==> src/rtl/fp_pkg.sv <==
// Shared constants, rounding-mode encodings and FSM states for the
// sequential single-precision divider.
package fp_pkg;

  localparam int BIAS   = 127;
  localparam int EXP_W  = 8;
  localparam int MANT_W = 23;
  localparam logic [31:0] QNAN = 32'h7FC0_0000;

  localparam logic [1:0] RM_RNE = 2'b00;
  localparam logic [1:0] RM_RTZ = 2'b01;
  localparam logic [1:0] RM_RUP = 2'b10;
  localparam logic [1:0] RM_RDN = 2'b11;

  // Quotient bit index at which DIVIDE hands over to ROUND
  localparam int ITER_LAST = 25;

  typedef enum logic [2:0] {
    S_IDLE,
    S_CHECK,
    S_DIVIDE,
    S_ROUND,
    S_DONE
  } state_e;

endpackage

==> src/rtl/fp_div_round.sv <==
// Combinational rounding plus overflow/underflow resolution for the divider.
// Takes the normalized 23-bit fraction (hidden bit implied) and a signed exponent.
module fp_div_round
  import fp_pkg::*;
(
  input  logic [MANT_W-1:0] mant_i,
  input  logic              round_i,
  input  logic              sticky_i,
  input  logic              sign_i,
  input  logic signed [9:0] exp_i,
  input  logic [1:0]        rmode_i,
  output logic [EXP_W-1:0]  exp_o,
  output logic [MANT_W-1:0] mant_o,
  output logic              overflow_o,
  output logic              underflow_o,
  output logic              inexact_o,
  output logic              zero_o
);

  logic              lost;
  logic              inc;
  logic [MANT_W:0]   frac_inc;
  logic              carry;
  logic signed [9:0] exp_r;
  logic              inf_sel;

  always_comb begin
    lost = round_i | sticky_i;
    case (rmode_i)
      RM_RNE:  inc = round_i & (sticky_i | mant_i[0]);
      RM_RTZ:  inc = 1'b0;
      RM_RUP:  inc = lost & ~sign_i;
      default: inc = lost & sign_i;
    endcase

    // A carry out of the fraction leaves it all-zero, i.e. mantissa 1.0
    frac_inc = {1'b0, mant_i} + {{MANT_W{1'b0}}, inc};
    carry    = frac_inc[MANT_W];
    exp_r    = exp_i + $signed({9'd0, carry});

    inf_sel = (rmode_i == RM_RNE) |
              ((rmode_i == RM_RUP) & ~sign_i) |
              ((rmode_i == RM_RDN) & sign_i);

    exp_o       = exp_r[EXP_W-1:0];
    mant_o      = frac_inc[MANT_W-1:0];
    overflow_o  = 1'b0;
    underflow_o = 1'b0;
    inexact_o   = lost;
    zero_o      = 1'b0;

    if (exp_r >= 10'sd255) begin
      overflow_o = 1'b1;
      inexact_o  = 1'b1;
      exp_o      = inf_sel ? 8'hFF : 8'hFE;
      mant_o     = inf_sel ? '0 : '1;
    end else if (exp_r <= 10'sd0) begin
      underflow_o = 1'b1;
      inexact_o   = 1'b1;
      zero_o      = 1'b1;
      exp_o       = '0;
      mant_o      = '0;
    end
  end

endmodule

==> src/rtl/fp_divider_seq.sv <==
// Sequential single-precision divider: special-operand check, 26-cycle
// restoring mantissa division, then a single rounding cycle.
module fp_divider_seq
  import fp_pkg::*;
(
  input  logic              CLK,
  input  logic              RST,
  input  logic              start,
  input  logic              Sx,
  input  logic              Sy,
  input  logic [EXP_W-1:0]  Ex,
  input  logic [EXP_W-1:0]  Ey,
  input  logic [MANT_W-1:0] Mx,
  input  logic [MANT_W-1:0] My,
  input  logic [1:0]        R_mode,
  output logic              busy,
  output logic              done,
  output logic              Sz,
  output logic [EXP_W-1:0]  Ez,
  output logic [MANT_W-1:0] Mz,
  output logic              invalid_flag,
  output logic              divzero_flag,
  output logic              overflow_flag,
  output logic              underflow_flag,
  output logic              inexact_flag,
  output logic              zero_flag
);

  state_e state_q, state_d;
  logic [4:0] cnt_q, cnt_d;

  logic              sx_q, sy_q;
  logic [EXP_W-1:0]  ex_q, ey_q;
  logic [MANT_W-1:0] mx_q, my_q;
  logic [1:0]        rm_q;
  logic [24:0]       rem_q, rem_d;
  logic [25:0]       quot_q, quot_d;

  logic              sz_q, sz_d;
  logic [EXP_W-1:0]  ez_q, ez_d;
  logic [MANT_W-1:0] mz_q, mz_d;
  logic inv_q, inv_d, dz_q, dz_d, ov_q, ov_d, un_q, un_d, ix_q, ix_d, zf_q, zf_d;

  logic accept, iterate, load_spec, load_rnd;

  // Operand classification; subnormals count as zero
  logic x_nan, y_nan, x_inf, y_inf, x_zero, y_zero, special, sign_q;
  assign x_nan   = (ex_q == '1) && (mx_q != '0);
  assign y_nan   = (ey_q == '1) && (my_q != '0);
  assign x_inf   = (ex_q == '1) && (mx_q == '0);
  assign y_inf   = (ey_q == '1) && (my_q == '0);
  assign x_zero  = (ex_q == '0);
  assign y_zero  = (ey_q == '0);
  assign special = x_nan | y_nan | x_inf | y_inf | x_zero | y_zero;
  assign sign_q  = sx_q ^ sy_q;

  always_ff @(posedge CLK) begin
    if (RST) begin
      state_q <= S_IDLE;
      cnt_q   <= '0;
    end else begin
      state_q <= state_d;
      cnt_q   <= cnt_d;
    end
  end

  always_comb begin
    state_d = state_q;
    cnt_d   = cnt_q;
    case (state_q)
      S_IDLE: begin
        cnt_d = '0;
        if (start) state_d = S_CHECK;
      end
      S_CHECK: begin
        if (special) state_d = S_DONE;
        else begin
          state_d = S_DIVIDE;
          cnt_d   = 5'd1;
        end
      end
      S_DIVIDE: begin
        cnt_d = cnt_q + 5'd1;
        if (cnt_q == 5'(ITER_LAST)) state_d = S_ROUND;
      end
      S_ROUND: state_d = S_DONE;
      S_DONE:  state_d = S_IDLE;
      default: state_d = S_IDLE;
    endcase
  end

  always_comb begin
    busy      = (state_q != S_IDLE);
    done      = (state_q == S_DONE);
    accept    = (state_q == S_IDLE) && start;
    iterate   = ((state_q == S_CHECK) && !special) || (state_q == S_DIVIDE);
    load_spec = (state_q == S_CHECK) && special;
    load_rnd  = (state_q == S_ROUND);
  end

  // Restoring division: the first quotient bit is produced already in CHECK
  logic [23:0] div_y;
  logic        rem_ge;
  logic [23:0] rem_sub;

  always_comb begin
    div_y   = {1'b1, my_q};
    rem_ge  = (rem_q >= {1'b0, div_y});
    rem_sub = rem_ge ? 24'(rem_q - {1'b0, div_y}) : rem_q[23:0];
    rem_d   = rem_q;
    quot_d  = quot_q;
    if (accept) begin
      rem_d  = {2'b01, Mx};
      quot_d = '0;
    end else if (iterate) begin
      rem_d  = {rem_sub, 1'b0};
      quot_d = {quot_q[24:0], rem_ge};
    end
  end

  always_ff @(posedge CLK) begin
    if (accept) begin
      sx_q <= Sx;
      sy_q <= Sy;
      ex_q <= Ex;
      ey_q <= Ey;
      mx_q <= Mx;
      my_q <= My;
      rm_q <= R_mode;
    end
    rem_q  <= rem_d;
    quot_q <= quot_d;
  end

  // Normalization of the quotient ahead of rounding
  logic signed [9:0] exp_w, exp_n;
  logic              q_hi, rnd_n, sticky_n;
  logic [MANT_W-1:0] frac_n;

  always_comb begin
    q_hi     = quot_q[25];
    exp_w    = $signed({2'b00, ex_q}) - $signed({2'b00, ey_q}) + $signed(10'(BIAS));
    exp_n    = q_hi ? exp_w : exp_w - 10'sd1;
    frac_n   = q_hi ? quot_q[24:2] : quot_q[23:1];
    rnd_n    = q_hi ? quot_q[1] : quot_q[0];
    sticky_n = (q_hi & quot_q[0]) | (rem_q != '0);
  end

  logic [EXP_W-1:0]  r_exp;
  logic [MANT_W-1:0] r_mant;
  logic r_ov, r_un, r_ix, r_zero;

  fp_div_round u_round (
    .mant_i      (frac_n),
    .round_i     (rnd_n),
    .sticky_i    (sticky_n),
    .sign_i      (sign_q),
    .exp_i       (exp_n),
    .rmode_i     (rm_q),
    .exp_o       (r_exp),
    .mant_o      (r_mant),
    .overflow_o  (r_ov),
    .underflow_o (r_un),
    .inexact_o   (r_ix),
    .zero_o      (r_zero)
  );

  always_comb begin
    {sz_d, ez_d, mz_d} = {sz_q, ez_q, mz_q};
    {inv_d, dz_d, ov_d, un_d, ix_d, zf_d} = {inv_q, dz_q, ov_q, un_q, ix_q, zf_q};
    if (load_spec) begin
      {inv_d, dz_d, ov_d, un_d, ix_d, zf_d} = '0;
      if (x_nan || y_nan || (x_zero && y_zero) || (x_inf && y_inf)) begin
        {sz_d, ez_d, mz_d} = QNAN;
        inv_d = 1'b1;
      end else if (x_inf || y_zero) begin
        {sz_d, ez_d, mz_d} = {sign_q, 8'hFF, 23'h0};
        dz_d = y_zero & ~x_inf;
      end else begin
        {sz_d, ez_d, mz_d} = {sign_q, 31'h0};
        zf_d = 1'b1;
      end
    end else if (load_rnd) begin
      {sz_d, ez_d, mz_d} = {sign_q, r_exp, r_mant};
      {inv_d, dz_d, ov_d, un_d, ix_d, zf_d} = {2'b00, r_ov, r_un, r_ix, r_zero};
    end
  end

  always_ff @(posedge CLK) begin
    if (RST) begin
      {sz_q, ez_q, mz_q} <= '0;
      {inv_q, dz_q, ov_q, un_q, ix_q, zf_q} <= '0;
    end else begin
      {sz_q, ez_q, mz_q} <= {sz_d, ez_d, mz_d};
      {inv_q, dz_q, ov_q, un_q, ix_q, zf_q} <= {inv_d, dz_d, ov_d, un_d, ix_d, zf_d};
    end
  end

  assign Sz             = sz_q;
  assign Ez             = ez_q;
  assign Mz             = mz_q;
  assign invalid_flag   = inv_q;
  assign divzero_flag   = dz_q;
  assign overflow_flag  = ov_q;
  assign underflow_flag = un_q;
  assign inexact_flag   = ix_q;
  assign zero_flag      = zf_q;

endmodule

==> config.mk <==
export PLATFORM = sky130hd
export DESIGN_NAME = fp_divider_seq
export DESIGN_NICKNAME = d
export VERILOG_FILES = /design/src/rtl/fp_pkg.sv /design/src/rtl/fp_div_round.sv /design/src/rtl/fp_divider_seq.sv
export SDC_FILE = /design/constraint.sdc
export NUM_CORES = 1
export LEC_CHECK = 0
export BUFFER_PORTS_ARGS = -buffer_cell sky130_fd_sc_hd__buf_2
export CAP_MARGIN = 20
export CORE_MARGIN = 2
export CORE_UTILIZATION = 50
export DETAILED_ROUTE_END_ITERATION = 8
export MAX_ROUTING_LAYER = met4
export PLACE_DENSITY = 0.7
export SLEW_MARGIN = 0
export SYNTH_ARGS = -nofsm -noshare
export SYNTH_HDL_FRONTEND = slang
export SYNTH_SLANG_ARGS = --single-unit
==> constraint.sdc <==
create_clock -name CLK -period 7.3 [get_ports CLK]
set_clock_uncertainty 0.05 [all_clocks]
set_input_delay 2.19 -clock CLK [delete_from_list [all_inputs] [get_ports CLK]]
set_output_delay 2.19 -clock CLK [all_outputs]
set_load 0.005 [all_outputs]
# == Word-level counts from Yosys, hierarchy flattened ==
# Cells that the tools add are included.
# op_classes
muxes,44
n_eq_ne,13
n_reduce_logical,31
bitwise_logic,20
addsub,7
n_lt_le_gt_ge,3
# op_table
op,n
$mux 23,9
$mux 8,6
$logic_not 23->1,2
$reduce_bool 23->1,2
$ge 25x24->1,1
$reduce_bool 25->1,1
$add 23x1->24,1
$mux 24,1
$sub 24x24->24,1
$mux 1,20
$eq 8x8->1 const B,2
$logic_not 8->1,2
$pmux 5 s3,1
$pmux 3 s4,1
$add 10x2->10,1
$add 9x8->10 const B,1
$ge 10x9->1 const B,1
$le 10x1->1 const B,1
$mux 10,1
$or 1x1->1,10
$sub 10x2->10 const B,1
$logic_and 1x1->1,9
$mux 3,3
$sub 8x8->9,1
21 further kinds,39
# totals
reg_bits,163
inputBits,69

# == Depth between registers and ports, before layout ==
# Gate-level depths: netlist (run 1).
# depth
depth_word,12
ltp_mapped,28
ltp_nobuf,24

# == Modules after synthesis ==
# A second synthesis (run 1) with hierarchy kept.
# unflattened
cells_unflattened,1062
hier_area_um2,9859.5
# modules_own_cells
mod,area_per_inst_um2,seq_area_each_um2,n_inst,cells_each
fp_divider_seq,8579.5,4154.0,1,890
fp_div_round,1280.0,0.0,1,172

# == Least setup slack after synthesis (run 1) ==
# OpenSTA, ideal clock, no wires.
# synth_path
path_kind,register to register
start,register quot_q[25]
end,"register mz_q[10], in the netlist Mz[10]"
required_ns,7.128
synth_period_minus_slack_ns,5.955
n_path_buf,5
setup_time_ns,0.122
path_stages_with_launch,27
arrival_ns,5.784
setup_slack_ns,1.345
cell_sequence,dfxtp_1 > clkbuf_1 > buf_1 > buf_1 > clkbuf_1 > mux2i_1 > nor2_1 > o31ai_1 > o21ai_0 > ha_1 > nand3_1 > a211o_1 > nor3_1 > and3_1 > nand3_1 > or3_1 > nor3_1 > ha_1 > ha_1 > nand3b_2 > or4b_1 > a21oi_1 > o21ai_1 > o21ai_2 > a2111oi_4 > buf_6 > a221o_1
# synth_via
elab_chain_cells,12
# synth_rtl
item,line_no,source
start: declaration,fp_divider_seq.sv:37,"logic [25:0] quot_q, quot_d;"
start signal: assignment,fp_divider_seq.sv:132,quot_q <= quot_d;
$and 1x1->1,fp_divider_seq.sv:146,sticky_n = (q_hi & quot_q[0]) | (rem_q != '0);
$or 1x1->1,fp_divider_seq.sv:146,
$or 1x1->1 (on tied branches),"fp_div_round.sv:28, fp_div_round.sv:30",
$and 1x1->1 (on tied branches),"fp_div_round.sv:33, fp_div_round.sv:30, fp_div_round.sv:32",
$pmux 1 s3,fp_div_round.sv:29,case (rmode_i)
$add 23x1->24,fp_div_round.sv:37,"frac_inc = {1'b0, mant_i} + {{MANT_W{1'b0}}, inc};"
$add 10x2->10,fp_div_round.sv:39,"exp_r = exp_i + $signed({9'd0, carry});"
$le 10x1->1,fp_div_round.sv:57,end else if (exp_r <= 10'sd0) begin
$mux 23,fp_div_round.sv:57,
$mux 23 *,fp_div_round.sv:52,if (exp_r >= 10'sd255) begin
$mux 23 *,fp_divider_seq.sv:183,end else if (load_rnd) begin
$mux 23 *,fp_divider_seq.sv:171,if (load_spec) begin
end signal: assignment,fp_divider_seq.sv:194,"{sz_q, ez_q, mz_q} <= {sz_d, ez_d, mz_d};"
end: declaration,fp_divider_seq.sv:41,"logic [MANT_W-1:0] mz_q, mz_d;"
# Mark *: on every way between the ends. The rest lies on a longest branch, timed or not. The select of a mux whose other input is x is not followed.
# A chain may end at the register's enable or synchronous reset.

# == Worst setup path in the final report (run 1) ==
# layout_path
start,register sy_q
end,"register mz_q[1], in the netlist Mz[1]"
# layout_via
elab_chain_cells,11
# layout_rtl
item,line_no,source
start: declaration,fp_divider_seq.sv:32,"logic sx_q, sy_q;"
start signal: assignment,fp_divider_seq.sv:124,sy_q <= Sy;
$xor 1x1->1 *,fp_divider_seq.sv:55,assign sign_q = sx_q ^ sy_q;
$not 1->1,"fp_div_round.sv:32, fp_div_round.sv:42",
$and 1x1->1,fp_div_round.sv:32,RM_RUP: inc = lost & ~sign_i;
$pmux 1 s3,fp_div_round.sv:29,
$add 23x1->24,fp_div_round.sv:37,
$add 10x2->10,fp_div_round.sv:39,
$le 10x1->1,fp_div_round.sv:57,
$mux 23,fp_div_round.sv:57,
$mux 23 *,fp_div_round.sv:52,
$mux 23 *,fp_divider_seq.sv:183,
$mux 23 *,fp_divider_seq.sv:171,
# Marked as above.

==> flow_summary_export.csv, run 1 <==
group,metric,value,unit
timing,fmax,0.1671,GHz
detailed_routing,drt_wl_total,23.10,mm
timing,slew_headroom,0.3032,
logic_synthesis,synth_nets,1148,
clocking,post_cts_resized,0,
clocking,cts_sinks,163,
detailed_routing,drt_iter0_markers,526,
logic_synthesis,synth_fa_ha_area_frac,0.05652,
clocking,clkLatencyLatePin,0.44,ns
clocking,clk_pin_slew,0.07,ns
global_route,grt_max_degree,47,
logic_synthesis,yosys.area_share.simple,0.2087,
flow_run,cap_viol_max_count,0,
detailed_routing,drc_errors,0,
placement,place_area,10270,µm²
placement,dp_slack,1.320,ns
global_route,grt_pass1_vias,7456,
timing,fin_tns_setup,0,ns
timing,finalHoldViolations,0,
logic_synthesis,synth_compound_area_frac,0.1847,
clocking,root_buffer,"clkbuf_16",
timing,rsz0062_at_grt,"no",
critical_path,required,7.57,ns
timing,setup_slack,1.316,ns
logic_synthesis,synth_top_family_by_area,"simple AND/OR/NAND/NOR gates",
floorplanning,start_util,0.5112,
logic_synthesis,synth-xor-area-share,0.05063,
final_layout,fin_area,10840,µm²
final_layout,drive_gt1_frac,0.1649,
timing,worst_pin_slew,1.043,ns
placement,io_buffers,108,
logic_synthesis,synth_edf_count,89,
global_route,grt_usage,0.2401,
clocking,post-cts-setup-buffers,0,
logic_synthesis,synth.mux.area_fraction,0.01989,
logic_synthesis,synthTopCellsByCount,"nand2_1 (105), nor2_1 (92), a21oi_1 (91), edfxtp_1 (89), dfxtp_1 (74)",
critical_path,worstPathArrival,6.26,ns
critical_path,critPathMaxFanout,19,
worst_hold_path,hold_depth,2,
final_layout,syn2layout_area_growth,13.35,%
floorplanning,pin_count,109,
logic_synthesis,yosysSeqAreaShare,0.4344,
timing,post-route-period-util,0.8197,
floorplanning,dieArea,20250,µm²
status,outcome,"finished, final reports clean",
final_layout,seq_area,4155,µm²
power,p_per_area,299.1,nW/µm²
detailed_routing,firstDrtPassIters,7,
logic_synthesis,synth.avg_cell_area,9.222,µm²
final_layout,nNetsFinal,1238,
placement,dp_hpwl,16.86,mm
power,ir_worst_vdd,293.8,µV
power,p_leak,0.004305,µW
detailed_routing,wire_per_inst,16.80,µm
critical_path,worst_setup_path_start_kind,"flop",
logic_synthesis,async_reset_ff_frac,0,
final_layout,multiInputGateArea,4981,µm²
critical_path,worstRegToRegCells,23,
floorplanning,rows,50,
timing,setup_viol,0,
logic_synthesis,ys_ff_latch,163,
critical_path,path_class,"flop to flop",
placement,gp_congestion,0.8664,
logic_synthesis,netlist_top_cells_area,"edfxtp_1 (28%), dfxtp_1 (15%), ha_1 (5.2%)",
global_route,grt_pass1_wl,37.25,mm
timing,slew_violations,0,
floorplanning,die_x,142.3,µm
clocking,postCtsHoldBufs,0,
detailed_routing,vias,8029,
global_route,grt.overflow.total,0,
worst_hold_path,hp-class,"flop to flop",
floorplanning,core_area,18710,µm²
logic_synthesis,synth_top_area_cell,"edfxtp_1",
logic_synthesis,synth_warnings,0,
clocking,cts_tree,"built",
timing,period_needed,5.984,ns
logic_synthesis,syn_inst,1037,
clocking,cts_made_buffers,17,
floorplanning,dieHeight,142.3,µm
logic_synthesis,synth_ff_type,"edfxtp_1",
final_layout,num-fill-cells,1604,
global_route,antenna_found_initial,1,
logic_synthesis,yosysTopAreaCellShare,0.2795,
logic_synthesis,ys_types,77,
detailed_routing,drtAntennaViolNets,0,
logic_synthesis,synth_area,9563,µm²
logic_synthesis,yosys.cell_count.top_type,"nand2_1",
critical_path,crit_path_end_kind,"flop",
detailed_routing,vias_per_cell,5.839,
clocking,clk_path_buf_depth,2,
clocking,htree_levels,4,
metrics by stage:
| step | total power, µW | hold WS, ns | cells | util |
|---|---|---|---|---|
| 2_1_floorplan | 2097 | 0.3847 | 1037 | - |
| 3_3_place_gp | 2366 | 0.3898 | 1341 | 0.5487 |
| 3_5_place_dp | 2371 | 0.3957 | 1342 | 0.5493 |
| 4_1_cts | 3242 | 0.4060 | 1374 | 0.5793 |
| 5_1_grt | 3441 | 0.4297 | 1375 | 0.5795 |
| 6_report | 3242 | 0.4049 | 1375 | 0.5795 |
where the power goes:
part	leakage (µW)	internal [µW]	total (µW)	switching [µW]
sequential	0.00145	1110	1200	86.5
clock	0.000282	463	866	403
combinational	0.00257	464	1180	713
total	0.00431	2040	3240	1200
area by class of cell:
cell class | count | area share
tap | 234 | 0.02701
inverter | 58 | 0.02020
multi-input combinational | 768 | 0.4595
clock inverter | 15 | 0.01258
sequential | 163 | 0.3834
timing repair buffer | 119 | 0.05783
antenna | 1 | 0.0002309
clock buffer | 17 | 0.03925
cells in the final DEF (no fill, tap or decap), types with 18 or more instances in the layout:
cell type,Yosys,routed
a211oi_1,18,18
a21oi_1,91,90
a221o_1,22,22
buf_2,1,108
dfxtp_1,74,73
edfxtp_1,89,89
ha_1,40,40
inv_1,57,57
nand2_1,105,105
nand3_1,45,45
nor2_1,92,92
nor2b_1,22,22
nor3_1,21,21
nor4_1,27,27
o21ai_0,44,44
xnor2_1,26,26
flip-flops by register name, indices dropped and copies added (netlist names), 2 cells and up:
name and flops:
ey_q 8, rem_q 25, Ez 8, quot_q 26, ex_q 8, my_q 23, mx_q 23, rm_q 2
Mz 23, state_q 3, cnt_q 5
kinds of logic after synthesis:
group                      count (synthesis)
muxes                                     18
AOI/OAI and AO/OA                        261
buffers and inverters                    106
DFF                                      163
adders and majority gates                 42
xor gates and xnor gates                  48
and+or+nand+nor                          399
final timing paths:
kind              from    end  slack, ns
hold / removal      Sz     Sz       0.40
setup reg to reg  sy_q  Mz[1]       1.32
setup / recovery  sy_q  Mz[1]       1.32
hold reg to reg     Sz     Sz       0.40
worst max-delay path, stage by stage (launching register included):
cell	delay, ns
edfxtp_1	0.38
xor2_1	0.26
inv_1	0.08
ha_1	0.28
nand3b_1	0.14
o21ai_0	0.08
ha_1	0.26
nand3_1	0.12
a211o_1	0.30
nor3_1	0.35
and3_1	0.27
nand3_1	0.15
or3_1	0.42
nor3_1	0.30
ha_1	0.22
nand2_1	0.08
nor2_1	0.27
nand3_1	0.17
nor4_1	0.42
o2111ai_1	0.26
o211ai_4	0.31
a2111oi_4	0.15
buf_6	0.19
a221o_1	0.35
layer usage:
metal  track usage  vias to the layer above  routed length [µm]
li1              -                     3985                   -
met1        0.3136                     3747               10470
met2        0.3786                      261               10610
met3       0.04542                       36                1442
met4       0.08025                        0                 584
met5             -                        -                   0
(Power assumes the default switching activity.)
==> run 2, diff against run 1 <==
--- a/config.mk
+++ b/config.mk
@@ -5,6 +5,7 @@
 export SDC_FILE = /design/constraint.sdc
 export NUM_CORES = 1
 export LEC_CHECK = 0
+export ABC_AREA = 1
 export BUFFER_PORTS_ARGS = -buffer_cell sky130_fd_sc_hd__buf_2
 export CAP_MARGIN = 20
 export CORE_MARGIN = 2
==> constraint.sdc (replaced) <==
create_clock -name CLK -period 5.8 [get_ports CLK]
set_clock_uncertainty 0.05 [all_clocks]
set_input_delay 1.74 -clock CLK [delete_from_list [all_inputs] [get_ports CLK]]
set_output_delay 1.74 -clock CLK [all_outputs]
set_load 0.005 [all_outputs]
==> run 2 against run 1 <==
  * Highest routed layer unchanged
  * Synthesized cell count rose by 21%
  * Wire length fell by 4.9%
  * Critical endpoint is now Mz[20]
  * Non-clock buffer count fell by 1
  * First-iteration DRC count rose by 6.8%
  * Largest power group is now combinational logic
  * Sequential cell count did not move
  * Combinational power rose by 64%
  * Critical path depth rose by 9
==> flow_summary_export.csv, run 2 <==
group,metric,value,unit
power,pwr-share-clk,0.244,
critical_path,worst_setup_path_start_kind,"flop",
timing,setup_viol,0,
timing,slew_violations,0,
floorplanning,dieArea,20220,µm²
power,ir_worst_vdd,234.2,µV
power,p_int,2822,µW
clocking,postCtsHoldBufs,0,
global_route,antenna_found_initial,1,
critical_path,crit_slowest_cell,"dfxtp_1",
detailed_routing,drtAntennaViolNets,0,
power,p_leak,0.005004,µW
clocking,clkLatencyLatePin,0.43,ns
detailed_routing,vias,8386,
final_layout,final_util,0.5836,
floorplanning,pin_count,109,
power,comb_power_share,0.415,
global_route,grt_pass1_wl,36.58,mm
logic_synthesis,async_reset_ff_frac,0,
logic_synthesis,netlist_top_cells_area,"edfxtp_1 (28%), dfxtp_1 (16%), nand2_1 (13%)",
global_route,grt_max_degree,58,
logic_synthesis,synthTopCellsByCount,"nand2_1 (330), inv_1 (169), nor2_1 (98), edfxtp_1 (89), nand3_1 (89)",
global_route,grt_pass1_vias,7803,
critical_path,cpPeakStageDelay,0.45,ns
clocking,root_buffer,"clkbuf_16",
detailed_routing,drt_wl_total,21.98,mm
final_layout,seq_area,4154,µm²
critical_path,worstPathArrival,5.30,ns
final_layout,layout_common_cells,"nand2_1 (329), inv_1 (169), buf_2 (108)",
global_route,grt_usage,0.2307,
logic_synthesis,yosysSeqAreaShare,0.4351,
logic_synthesis,syn_inst,1254,
critical_path,crit_path_end_kind,"flop",
final_layout,fin_area,10920,µm²
global_route,grt.overflow.total,0,
clocking,cts_sinks,163,
clocking,post-cts-setup-buffers,0,
clocking,post_cts_resized,0,
detailed_routing,vias_per_cell,5.231,
critical_path,critPathMaxFanout,45,
placement,io_buffers,108,
final_layout,drive_gt1_frac,0.1287,
timing,finalHoldViolations,0,
timing,post-route-period-util,0.8729,
timing,rsz0062_at_grt,"no",
placement,gp_congestion,0.8865,
final_layout,regMostFlops,"quot_q",
logic_synthesis,synth_nets,1365,
clocking,cts_tree,"built",
final_layout,num-fill-cells,1765,
critical_path,required,6.03,ns
status,outcome,"finished, final reports clean",
logic_synthesis,synth_area,9547,µm²
final_layout,syn2layout_area_growth,14.35,%
flow_run,cap_viol_max_count,0,
critical_path,path_class,"flop to flop",
clocking,htree_levels,4,
logic_synthesis,synth_ff_type,"edfxtp_1",
critical_path,cpMostUsedCell,"nand2_1",
logic_synthesis,synth_edf_count,89,
power,switching_share,0.3939,
detailed_routing,firstDrtPassIters,5,
clocking,clk_path_buf_depth,2,
floorplanning,dieHeight,142.2,µm
power,power,4657,µW
worst_hold_path,hp-class,"flop to flop",
power,p_per_area,426.6,nW/µm²
floorplanning,start_util,0.5104,
clocking,clk_pin_slew,0.07,ns
final_layout,largest_reg_flops,26,
clocking,cts_made_buffers,17,
floorplanning,core_area,18710,µm²
logic_synthesis,yosysTopAreaCellShare,0.2799,
logic_synthesis,synth_top_area_cell,"edfxtp_1",
logic_synthesis,ys_ff_latch,163,
final_layout,multiInputGateArea,4547,µm²
placement,place_area,10280,µm²
power,p_seq_frac,0.341,
final_layout,nNetsFinal,1466,
timing,fmax,0.1975,GHz
timing,period_needed,5.063,ns
floorplanning,rows,50,
logic_synthesis,synth_warnings,0,
logic_synthesis,ys_types,46,
detailed_routing,drc_errors,0,
placement,dp_hpwl,16.25,mm
timing,hold_slack,0.4103,ns
floorplanning,die_x,142.2,µm
detailed_routing,drt_iter0_markers,562,
detailed_routing,wire_per_inst,13.71,µm
timing,slew_headroom,0.4327,
logic_synthesis,synth.avg_cell_area,7.613,µm²
timing,worst_pin_slew,0.8444,ns
logic_synthesis,yosys.cell_count.top_type,"nand2_1",
timing,fin_tns_setup,0,ns
final_layout,reg_top3,"quot_q (26), rem_q (25)",
final_layout,final_common_cell,"nand2_1",
power,switchingPower,1835,µW
[run 2: routing by layer]
| layer | up-vias | share of wire | global-route usage |
|---|---|---|---|
| met4 | 0 | 0.015 | 0.06474 |
| li1 | 4362 | - | - |
| met3 | 28 | 0.051 | 0.04240 |
| met5 | - | 0 | - |
| met2 | 215 | 0.45 | 0.3565 |
| met1 | 3781 | 0.48 | 0.3126 |
[run 2: kinds of logic after synthesis]
| family | count (synthesis) | share of synthesized area |
|---|---|---|
| and+or+nand+nor | 593 | 0.2653 |
| buffers and inverters | 214 | 0.08886 |
| AOI/OAI and AO/OA | 202 | 0.1174 |
| DFF | 163 | 0.4351 |
| adders and majority gates | 42 | 0.05662 |
| xor gates and xnor gates | 40 | 0.03670 |
[run 2: worst paths after layout]
kind / start / to / slack [ns] / depth (start not counted)
max: quot_q[25] / Mz[20] / 0.74 / 32
min: Mz[15] / Mz[15] / 0.41 / 2
max reg2reg: quot_q[25] / Mz[20] / 0.74 / 32
min reg2reg: Mz[15] / Mz[15] / 0.41 / 2
[run 2: layout make-up]
cell class / instances / area share
Sequential cell: 163 / 0.3805
Clock buffer: 23 / 0.04676
Antenna cell: 1 / 0.0002292
Multi-Input combinational cell: 877 / 0.4165
Inverter: 178 / 0.06132
Clock inverter: 9 / 0.008023
Tap cell: 234 / 0.02682
Timing Repair Buffer: 118 / 0.05983
[run 2: power groups by stage]
stage	clock network [µW]	registers [µW]	logic [µW]
finish	1140	1590	1930
floorplan	0	1580	1470
detailed placement	0	1610	1880
global route	1200	1610	2190
global placement	0	1610	1860
CTS	1160	1590	1900
[run 2: critical path: cells and delay by family (launching register included)]
| family | cells | cell delay, ns |
|---|---|---|
| DFF | 1 | 0.45 |
| and+or+nand+nor | 20 | 2.58 |
| AOI/OAI and AO/OA | 4 | 0.42 |
| buffers and inverters | 5 | 0.81 |
| adders and majority gates | 3 | 0.62 |
[run 2: per-stage QoR]
stage	worst slack, ns	std cells
floorplan	0.9295	1254
global placement	0.9794	1568
detailed placement	0.7816	1568
CTS	0.7106	1600
global route	0.03131	1603
finish	0.7371	1603
==> run 3, diff against run 2 <==
--- a/config.mk
+++ b/config.mk
@@ -8,11 +8,13 @@
 export ABC_AREA = 1
 export BUFFER_PORTS_ARGS = -buffer_cell sky130_fd_sc_hd__buf_2
 export CAP_MARGIN = 20
+export CELL_PAD_IN_SITES_DETAIL_PLACEMENT = 0
+export CELL_PAD_IN_SITES_GLOBAL_PLACEMENT = 2
 export CORE_MARGIN = 2
-export CORE_UTILIZATION = 50
+export CORE_UTILIZATION = 34
 export DETAILED_ROUTE_END_ITERATION = 8
 export MAX_ROUTING_LAYER = met4
-export PLACE_DENSITY = 0.7
+export PLACE_DENSITY_LB_ADDON = 0.1
 export SLEW_MARGIN = 0
 export SYNTH_ARGS = -nofsm -noshare
 export SYNTH_HDL_FRONTEND = slang
==> run 3 against run 2 <==
  * Die area is 46% higher
  * Worst hold slack improved by 0.0026 ns
  * Register-to-register slack is essentially flat
  * Clock power is 4% lower
  * Count of clock-buffer cells in the layout down 5
==> flow_summary_export.csv, run 3 (synthesized netlist as in run 2, its figures left out) <==
group,metric,value,unit
critical_path,path_class,"flop to flop",
critical_path,critPathMaxFanout,23,
timing,worst_pin_slew,0.6772,ns
final_layout,reg_top3,"quot_q (26), rem_q (25)",
detailed_routing,firstDrtPassIters,5,
clocking,root_buffer,"clkbuf_16",
clocking,post_cts_resized,0,
floorplanning,die_x,171.6,µm
final_layout,nNetsFinal,1470,
floorplanning,dieArea,29430,µm²
clocking,clkLatencyLatePin,0.43,ns
floorplanning,pin_count,109,
critical_path,cpPeakStageDelay,0.46,ns
clocking,postCtsHoldBufs,0,
critical_path,cp_top_family,"simple AND/OR/NAND/NOR gates",
critical_path,critical_path_depth,34,
floorplanning,dieHeight,171.6,µm
timing,finalHoldViolations,0,
placement,io_buffers,108,
timing,fmax,0.1976,GHz
final_layout,regMostFlops,"quot_q",
power,ir_worst_vdd,208.1,µV
timing,period_needed,5.062,ns
global_route,grt_pass1_wl,42.09,mm
global_route,grt_usage,0.1879,
clocking,clk_pin_slew,0.07,ns
status,outcome,"finished, final reports clean",
placement,gp_congestion,0.8236,
final_layout,largest_reg_flops,26,
critical_path,worstPathArrival,5.29,ns
power,p_leak,0.004990,µW
power,switchingPower,1920,µW
critical_path,worstRegToRegCells,34,
clocking,post-cts-setup-buffers,0,
worst_hold_path,hold_depth,2,
detailed_routing,drtAntennaViolNets,0,
power,p_seq_frac,0.344,
critical_path,required,6.03,ns
global_route,grt.overflow.total,0,
floorplanning,start_util,0.3446,
detailed_routing,vias,8345,
detailed_routing,drt_wl_total,25.86,mm
clocking,clk_path_buf_depth,2,
placement,dp_hpwl,19.91,mm
detailed_routing,wire_per_inst,14.78,µm
placement,place_inst,1718,
timing,fin_tns_setup,0,ns
global_route,grt_pass1_vias,8222,
timing,setup_viol,0,
detailed_routing,drt_iter0_markers,334,
global_route,antenna_found_initial,0,
critical_path,path_buf_inv,4,
worst_hold_path,hp-class,"flop to flop",
final_layout,num_antenna_cells,0,
final_layout,layout_common_cells,"nand2_1 (329), inv_1 (168), buf_2 (108)",
critical_path,crit_slowest_cell,"edfxtp_1",
final_layout,syn2layout_area_growth,15.79,%
timing,rsz0062_at_grt,"no",
critical_path,worst_setup_path_start_kind,"flop",
global_route,grt_max_degree,36,
timing,slew_violations,0,
clocking,cts_sinks,163,
power,switching_share,0.4146,
flow_run,cap_viol_max_count,0,
clocking,cts_tree,"built",
clocking,cts_made_buffers,17,
timing,post-route-period-util,0.8727,
power,p_per_area,418.8,nW/µm²
power,p_int,2710,µW
critical_path,cpMostUsedCell,"nand2_1",
timing,hold_slack,0.4130,ns
final_layout,fin_cells,1750,
detailed_routing,drc_errors,0,
final_layout,drive_gt1_frac,0.1334,
floorplanning,rows,61,
timing,slew_headroom,0.5437,
detailed_routing,vias_per_cell,4.769,
critical_path,crit_path_end_kind,"flop",
clocking,htree_levels,4,
power,comb_power_share,0.419,
final_layout,final_common_cell,"nand2_1",
final_layout,final_util,0.3990,
floorplanning,core_area,27710,µm²
power,pwr-share-clk,0.237,
run 3: worst min-delay path: stages (launching register included):
cell and delay, ns:
dfxtp_1 0.31, nand2_1 0.06, a21oi_1 0.05
run 3: power groups by stage:
stage               Combinational, µW  Sequential, µW  Clock [µW]
floorplan                        1470            1580           0
global placement                 1960            1620           0
detailed placement               1950            1620           0
CTS                              1960            1600        1130
global route                     2240            1620        1180
finish                           1940            1590        1100
run 3: layout make-up:
type | count | area (µm²)
fill | 2973 | 16650
multi-input combinational | 877 | 4549
sequential | 163 | 4154
inverter | 178 | 670.6
timing repair buffer | 122 | 658.1
tap | 378 | 473.0
clock buffer | 18 | 429.2
clock inverter | 14 | 120.1
run 3: layer usage:
metal	up-vias	track usage	part of all wire
met2	107	0.3101	0.47
met3	28	0.02807	0.029
met4	0	0.04679	0.017
met5	-	-	0
li1	4382	-	-
met1	3828	0.2425	0.49
run 3: final timing paths:
path,end,start,slack [ns]
min reg2reg,Mz[4],Mz[4],0.41
max,Mz[6],rem_q[15],0.74
min,Mz[4],Mz[4],0.41
max reg2reg,Mz[6],rem_q[15],0.74
run 3: stage by stage:
step           setup WS, ns  instance area [µm²]  power (µW)
2_1_floorplan        0.9295                 9547        3048
3_3_place_gp         0.5448                10490        3583
3_5_place_dp         0.6293                10510        3568
4_1_cts              0.6000                11050        4686
5_1_grt              0.1211                11050        5031
6_report             0.7385                11050        4630
